==> src/rtl/note_detector.sv <==
// Tone period measurement and C/E/G/A note lock detector.
// Optional NOTE_DETECTOR_GLITCH_FILTER_EN adds a 4-clk level filter ahead of edge detection.
module note_detector #(
    parameter int CNT_W   = 18,
    parameter int PER_C   = 191133,
    parameter int PER_E   = 151701,
    parameter int PER_G   = 127550,
    parameter int PER_A   = 113636,
    parameter int TOL     = 2048,
    parameter int CONFIRM = 3
) (
    input  logic             clk,
    input  logic             reset,
    input  logic             tone_in,
    output logic             note_valid,
    output logic [1:0]       note_id,
    output logic [CNT_W-1:0] period,
    output logic             note_change
);

    localparam int RUN_W = $clog2(CONFIRM + 1);
    localparam logic [RUN_W-1:0] RUN_MAX = RUN_W'(CONFIRM);
    localparam logic [CNT_W-1:0] CNT_MAX = '1;

    typedef enum logic [1:0] {StIdle, StMeasure, StLocked} state_e;

    state_e           state_q, state_d;
    logic             sync1_q, sync2_q, hist_q;
    logic             level, rise;
    logic [CNT_W-1:0] cnt_q, cnt_d;
    logic [CNT_W-1:0] period_q, period_d;
    logic [1:0]       cand_q, cand_d;
    logic [RUN_W-1:0] run_q, run_d;
    logic             valid_q, valid_d;
    logic [1:0]       id_q, id_d;
    logic             change_q, change_d;
    logic             m_any;
    logic [1:0]       m_id;

    always_ff @(posedge clk) begin
        if (reset) begin
            sync1_q <= 1'b0;
            sync2_q <= 1'b0;
            hist_q  <= 1'b0;
        end else begin
            sync1_q <= tone_in;
            sync2_q <= sync1_q;
            hist_q  <= level;
        end
    end

`ifdef NOTE_DETECTOR_GLITCH_FILTER_EN
    logic [1:0] gcnt_q;
    logic       filt_q;

    // Level follows the synchronizer only after 4 consecutive disagreeing samples.
    always_ff @(posedge clk) begin
        if (reset) begin
            filt_q <= 1'b0;
            gcnt_q <= 2'd0;
        end else if (sync2_q != filt_q) begin
            if (gcnt_q == 2'd3) begin
                filt_q <= sync2_q;
                gcnt_q <= 2'd0;
            end else begin
                gcnt_q <= gcnt_q + 2'd1;
            end
        end else begin
            gcnt_q <= 2'd0;
        end
    end

    assign level = filt_q;
`else
    assign level = sync2_q;
`endif

    assign rise = level & ~hist_q;

    function automatic logic in_win(input logic [CNT_W-1:0] p, input int per);
        int pv;
        pv = int'(p);
        return (pv >= per - TOL) && (pv <= per + TOL);
    endfunction

    // Priority C>E>G>A resolves overlapping windows.
    always_comb begin
        m_any = 1'b1;
        m_id  = 2'd0;
        if (in_win(cnt_q, PER_C))      m_id = 2'd0;
        else if (in_win(cnt_q, PER_E)) m_id = 2'd1;
        else if (in_win(cnt_q, PER_G)) m_id = 2'd2;
        else if (in_win(cnt_q, PER_A)) m_id = 2'd3;
        else                           m_any = 1'b0;
    end

    always_ff @(posedge clk) begin
        if (reset) begin
            state_q  <= StIdle;
            cnt_q    <= '0;
            period_q <= '0;
            cand_q   <= 2'd0;
            run_q    <= '0;
            valid_q  <= 1'b0;
            id_q     <= 2'd0;
            change_q <= 1'b0;
        end else begin
            state_q  <= state_d;
            cnt_q    <= cnt_d;
            period_q <= period_d;
            cand_q   <= cand_d;
            run_q    <= run_d;
            valid_q  <= valid_d;
            id_q     <= id_d;
            change_q <= change_d;
        end
    end

    always_comb begin
        state_d  = state_q;
        cnt_d    = cnt_q;
        period_d = period_q;
        cand_d   = cand_q;
        run_d    = run_q;
        valid_d  = valid_q;
        id_d     = id_q;
        change_d = 1'b0;
        unique case (state_q)
            StIdle: begin
                cnt_d = '0;
                if (rise) begin
                    state_d = StMeasure;
                    cnt_d   = CNT_W'(1);
                end
            end
            default: begin
                if (rise) begin
                    period_d = cnt_q;
                    cnt_d    = CNT_W'(1);
                    if (m_any && (m_id == cand_q)) begin
                        run_d = (run_q == RUN_MAX) ? RUN_MAX : run_q + RUN_W'(1);
                        if (state_q == StMeasure && run_d == RUN_MAX) begin
                            state_d  = StLocked;
                            valid_d  = 1'b1;
                            id_d     = cand_q;
                            change_d = 1'b1;
                        end
                    end else begin
                        if (m_any) begin
                            cand_d = m_id;
                            run_d  = RUN_W'(1);
                        end else begin
                            run_d = '0;
                        end
                        valid_d = 1'b0;
                        state_d = StMeasure;
                    end
                end else if (cnt_q == CNT_MAX) begin
                    // No rise within the counter range: tone lost.
                    state_d = StIdle;
                    cnt_d   = '0;
                    valid_d = 1'b0;
                    run_d   = '0;
                end else begin
                    cnt_d = cnt_q + CNT_W'(1);
                end
            end
        endcase
    end

    always_comb begin
        note_valid  = valid_q;
        note_id     = id_q;
        period      = period_q;
        note_change = change_q;
    end

endmodule
==> config.mk <==
export PLATFORM = sky130hd
export DESIGN_NAME = note_detector
export DESIGN_NICKNAME = d
export VERILOG_FILES = /design/src/rtl/note_detector.sv
export SDC_FILE = /design/constraint.sdc
export NUM_CORES = 1
export LEC_CHECK = 0
export CAP_MARGIN = 20
export CORE_UTILIZATION = 51
export DETAILED_ROUTE_END_ITERATION = 7
export HOLD_SLACK_MARGIN = 0.1
export MAX_ROUTING_LAYER = met4
export PLACE_DENSITY_LB_ADDON = 0.08
export SYNTH_ARGS = -nofsm -noshare
export SYNTH_HDL_FRONTEND = slang
export SYNTH_SLANG_ARGS = --single-unit
==> constraint.sdc <==
create_clock -name clk -period 2.8 [get_ports clk]
set_input_delay 0.42 -clock clk [delete_from_list [all_inputs] [get_ports clk]]
set_output_delay 0.42 -clock clk [all_outputs]
set_load 0.1 [all_outputs]
== After elaboration in Yosys (flattened, before gate mapping) ==
Cells that the tools add are included.
Widths: inputs -> output; s select.

* Register bits: 49
* Input bits: 3
* Word-level logic and storage cells: 76

* Add/subtract/negate cells: 2
* Bitwise gates (word level): 5
* $lt $le $gt $ge: 8
* Reductions and logical operators: 15
* Eq/ne operators: 8
* Multiplexer cells: 27

{| class="wikitable"
|+ Operators with widths
! operator !! count
|-
| $mux 18 || 3
|-
| $ge 18x17->1 const B || 2
|-
| $ge 18x18->1 const B || 2
|-
| $le 18x17->1 const B || 2
|-
| $le 18x18->1 const B || 2
|-
| $mux 2 || 13
|-
| $add 18x1->18 const B || 1
|-
| $eq 18x18->1 const B || 1
|-
| $mux 1 || 11
|-
| $reduce_and 4->1 || 2
|-
| $logic_and 1x1->1 || 6
|-
| $reduce_and 3->1 || 2
|-
| $eq 2x2->1 const B || 2
|-
| $ne 4x2->1 const B || 1
|-
| $not 1->1 || 4
|-
| $reduce_and 2->1 || 2
|-
| $reduce_or 4->1 || 1
|-
| $ne 3x2->1 const B || 1
|-
| $add 2x1->2 const B || 1
|-
| $eq 2x1->1 const B || 1
|-
| $eq 2x2->1 || 1
|-
| $logic_not 2->1 || 1
|-
| $ne 2x2->1 const B || 1
|-
| $reduce_bool 2->1 || 1
|-
| $and 1x1->1 || 1
|}

== Logic depth before layout (Yosys ltp) ==
Gate-level depths: netlist of the first run.

* Word-level depth: 11
* Mapped depth: 10

== Worst setup path before layout of the first run ==
OpenSTA, ideal clock, no wires.

* Kind: register to register
* Start: register cnt_q[0]
* End: register state_q[0]
* Cell stages (with the launch flop): 10
* Path buffers: 0
* Slack: 0.215 ns
* Arrival time: 2.451 ns
* Library setup time: 0.133 ns
* Cells stage by stage: dfxtp_1 > inv_1 > ha_1 > or4b_1 > nor3b_1 > o32a_4 > nor4b_4 > a211oi_2 > a221oi_1 > o32ai_2

* Word-level cells in the longest chain between the ends: 11
* Elaborated cells between the ends (all ways): 29

{| class="wikitable"
|+ Ends and longest elaborated chain
! what !! RTL line !! RTL
|-
| from (decl) || 30 || <nowiki>logic [CNT_W-1:0] cnt_q, cnt_d;</nowiki>
|-
| from (signal assigned) || 109 || <nowiki>cnt_q <= cnt_d;</nowiki>
|-
| $ge 18x17->1 / $le 18x17->1 (equally long branches) || 83 || <nowiki>return (pv >= per - TOL) && (pv <= per + TOL);</nowiki>
|-
| $logic_and 1x1->1 || 83 ||
|-
| $mux 2 || 93 || <nowiki>else if (in_win(cnt_q, PER_A)) m_id = 2'd3;</nowiki>
|-
| $mux 2 || 92 || <nowiki>else if (in_win(cnt_q, PER_G)) m_id = 2'd2;</nowiki>
|-
| $mux 2 || 91 || <nowiki>else if (in_win(cnt_q, PER_E)) m_id = 2'd1;</nowiki>
|-
| $mux 2 || 90 || <nowiki>if (in_win(cnt_q, PER_C)) m_id = 2'd0;</nowiki>
|-
| $eq 2x2->1 || 140 || <nowiki>if (m_any && (m_id == cand_q)) begin</nowiki>
|-
| $logic_and 1x1->1 || 140 ||
|-
| $mux 2 || 140 ||
|-
| $mux 2 || 137 || <nowiki>if (rise) begin</nowiki>
|-
| $mux 2 || 128 || <nowiki>unique case (state_q)</nowiki>
|-
| to (signal assigned) || 99 || <nowiki>state_q <= StIdle;</nowiki>
|-
| to (signal assigned) || 108 || <nowiki>state_q <= state_d;</nowiki>
|-
| to (decl) || 27 || <nowiki>state_e state_q, state_d;</nowiki>
|}

Several ways; a longest one is shown, not always the timed one.
A chain may end at the register's enable or synchronous reset.

== Worst setup path after layout of the first run ==
* Start: register cnt_q[1]
* End: register id_q[0] (netlist: note_id[0])

* Word-level cells in the longest chain between the ends: 9
* Elaborated cells between the ends (all ways): 23

{| class="wikitable"
|+ Ends and longest elaborated chain
! what !! RTL line !! RTL
|-
| $ge 18x17->1 / $le 18x17->1 (equally long branches) || 83 ||
|-
| $logic_and 1x1->1 || 83 ||
|-
| $mux 2 || 93 ||
|-
| $mux 2 || 92 ||
|-
| $mux 2 || 91 ||
|-
| $mux 2 || 90 ||
|-
| $eq 2x2->1 || 140 ||
|-
| $logic_and 1x1->1 * || 140 ||
|-
| $reduce_and 4->1 (no line) * || -- ||
|-
| to (signal assigned) || 114 || <nowiki>id_q <= id_d;</nowiki>
|-
| to (decl) || 35 || <nowiki>logic [1:0] id_q, id_d;</nowiki>
|}

Mark *: on every way between the ends. The rest lies on a longest branch, timed or not.

==> flow_summary.json, run 1 <==
{
  "antenna_left": 0,
  "fin_ws_ps": 95.61,
  "syn_inst": 322,
  "layout_commonest_cell": "nand2_1",
  "grt_antenna_before_repair": 0,
  "dpl.hpwl_um": 4681,
  "drv_cap": 0,
  "cts_buffer_depth": 2,
  "dieArea_sq_um": 5443,
  "design_area_sq_um": 3077,
  "drc": 0,
  "irDropWorstVdd_mv": 0.2184,
  "holdBufCountCts": 0,
  "cts.sinks": 49,
  "gr-usage-all-layers": 0.2569,
  "final_nets": 357,
  "grt_max_degree": 32,
  "first_iter_violations": 136,
  "rsz0062_at_grt": "no",
  "portBuffers": 24,
  "core_area_sq_um": 4848,
  "async_flop_share": 0,
  "setup_violations": 0,
  "final_cells": 417,
  "die_w_um": 73.78,
  "fillers": 429,
  "place_ws_ps": 58.21,
  "syn-num-nets": 330,
  "end_kind": "flip-flop",
  "holdWs_ps": 456.2,
  "multi_input_area_sq_um": 1501,
  "finalMaxSlewViolations": 0,
  "start_util": 0.5419,
  "htreeDepth": 2,
  "worstMarginPinSlew_ps": 669.1,
  "required_ps": 3040,
  "cts_buffers": 5,
  "yosys_warnings": 0,
  "routed_wirelength_um": 6463,
  "status": "finished, final reports clean",
  "skew_ps": 6.477,
  "syn_avg_cell_area_sq_um": 8.160,
  "grt_pass1_wl_um": 10370,
  "p_total_mw": 1.266,
  "via_count": 2343,
  "p_leak_nw": 1.135,
  "routabilityCongestion": 0.9482,
  "cts_tree": "done",
  "synth-seq-cells": 49,
  "p_per_area_nw_per_um2": 411.4,
  "slew_headroom": 0.5529,
  "drive_above_1_share": 0.1857,
  "synth_cell_type_count": 60,
  "final_cell_mix": "nand2_1 (49), dfxtp_1 (47), buf_4 (45)",
  "viasPerCell": 5.619,
  "path_clk_slew_ps": 90,
  "max_freq_mhz": 369.8,
  "arrival_ps": 2940,
  "clkLatencyLatePin_ps": 300,
  "synth_area_sq_um": 2628,
  "dp_cells": 409,
  "place_area_sq_um": 2950,
  "grt-ovfl-total": 0,
  "critPathMaxFanout": 4,
  "hold_viol": 0,
  "synth_flop_cell": "dfxtp_1",
  "path_class": "flip-flop to flip-flop",
  "cts_setup_buffers": 0,
  "seq_area_sq_um": 983.4,
  "wl_per_cell_um": 15.50,
  "std_cell_rows": 25,
  "postLayoutCoreUtil": 0.6346,
  "cts_root_buffer": "clkbuf_8",
  "drt-pass1-iter-count": 4,
  "period_minus_slack_ps": 2704,
  "hp-class": "flip-flop to flip-flop",
  "tns_ps": 0,
  "crit_path_start_kind": "flip-flop",
  "ys_seq_area_frac": 0.3733,
  "io_pins": 25,
  "die_y_um": 73.78,
  "grt_pass1_vias": 2164,
  "area_growth_pct": 17.10,
  "fin_crit_sh": 0.9659,
  "synth-edff-count": 0,
  "n_antenna_cell": 0
}
## worst paths after layout
path	from	end	slack (ps)	depth (start not counted)
worst min-delay path	period[3]	period[3]	460	2
worst max register to register	cnt_q[1]	note_id[0]	100	9
worst max-delay path	cnt_q[1]	note_id[0]	100	9
worst min register to register	period[3]	period[3]	460	2
## area by class of cell
type,instances,area share
multi-input cells,237,0.4880
flip-flops and latches,49,0.3196
repair buffers,47,0.1163
clock buffers,7,0.02806
well taps,67,0.02725
inverters,9,0.01098
clock inverters,1,0.009760
## state kept, by name, summed over array words and instances, names as in the netlist
register / flops
cnt_q: 18
period: 18
hist_q: 1
note_valid: 1
note_id: 2
level: 1
note_change: 1
state_q: 2
cand_q: 2
sync1_q: 1
run_q: 2
## report_power, final
part / internal [mW] / leakage, nW / switching (mW) / total [mW]
sequential: 0.700 / 0.396 / 0.00191 / 0.702
clock: 0.291 / 0.0585 / 0.235 / 0.526
combinational: 0.0135 / 0.680 / 0.0245 / 0.0380
## cells in the mapped netlist, types with 4 or more instances
library cell   n  area [sq um]
and2_1         5         31.28
a31oi_1        4         25.02
nor4bb_1       4         40.04
nor2b_1        7         43.79
nand2_1       49         183.9
clkbuf_1      16         60.06
xnor2_1        6         52.55
o21ai_0        4         20.02
ha_1           5         62.56
xor2_1        10         87.58
and3_1         4         25.02
dfxtp_1       49         980.9
nand4_1        6         37.54
a21oi_1       29         145.1
nand3_1       16         80.08
inv_1          9         33.78
o31ai_1        4         30.03
nor2_1        27         101.4
buf_2          8         40.04
## what timing repair did
action / in CTS / in global routing
setup endpoints to repair: 0 / 7
gates resized for setup: 0 / 4
endpoints found under the hold margin: 0 / 0
## layer usage
| metal | global-route usage | wire length (um) | up-vias |
|---|---|---|---|
| met5 | - | 0 | - |
| met4 | 0.08333 | 70 | 0 |
| met3 | 0.04390 | 253 | 9 |
| met2 | 0.4118 | 3108 | 56 |
| met1 | 0.3283 | 3031 | 1098 |
| li1 | - | - | 1180 |
## cell families after synthesis
| logic type | after synthesis | synth area share |
|---|---|---|
| buffers and inverters | 36 | 0.05810 |
| AO/OA/AOI/OAI | 69 | 0.1848 |
| XOR/XNOR | 16 | 0.05333 |
| adder cells (fa/ha/maj) | 5 | 0.02381 |
| AND/OR/NAND/NOR | 146 | 0.3029 |
| multiplexers | 1 | 0.003810 |
| flip-flops | 49 | 0.3733 |
## critical path: stages (launching register included)
cell	delay, ps
dfxtp_1	330
inv_1	70
ha_1	210
or4b_1	550
nor3b_1	180
o32a_4	350
nand4bb_1	230
a211oi_2	420
nand3_1	160
a21oi_1	140
Power figures use the tool's default switching activity.
==> run 2, diff against run 1 <==
--- a/config.mk
+++ b/config.mk
@@ -14,3 +14,4 @@
 export SYNTH_ARGS = -nofsm -noshare
 export SYNTH_HDL_FRONTEND = slang
 export SYNTH_SLANG_ARGS = --single-unit
+export TNS_END_PERCENT = 10
==> results of run 2 <==
No change in the layout: final DEF, timing and power equal those of run 1.
==> run 3, diff against run 2 <==
--- a/config.mk
+++ b/config.mk
@@ -11,6 +11,7 @@
 export HOLD_SLACK_MARGIN = 0.1
 export MAX_ROUTING_LAYER = met4
 export PLACE_DENSITY_LB_ADDON = 0.08
+export SLEW_MARGIN = 30
 export SYNTH_ARGS = -nofsm -noshare
 export SYNTH_HDL_FRONTEND = slang
 export SYNTH_SLANG_ARGS = --single-unit
==> results of run 3 <==
No change in the layout: final DEF, timing and power equal those of run 1.
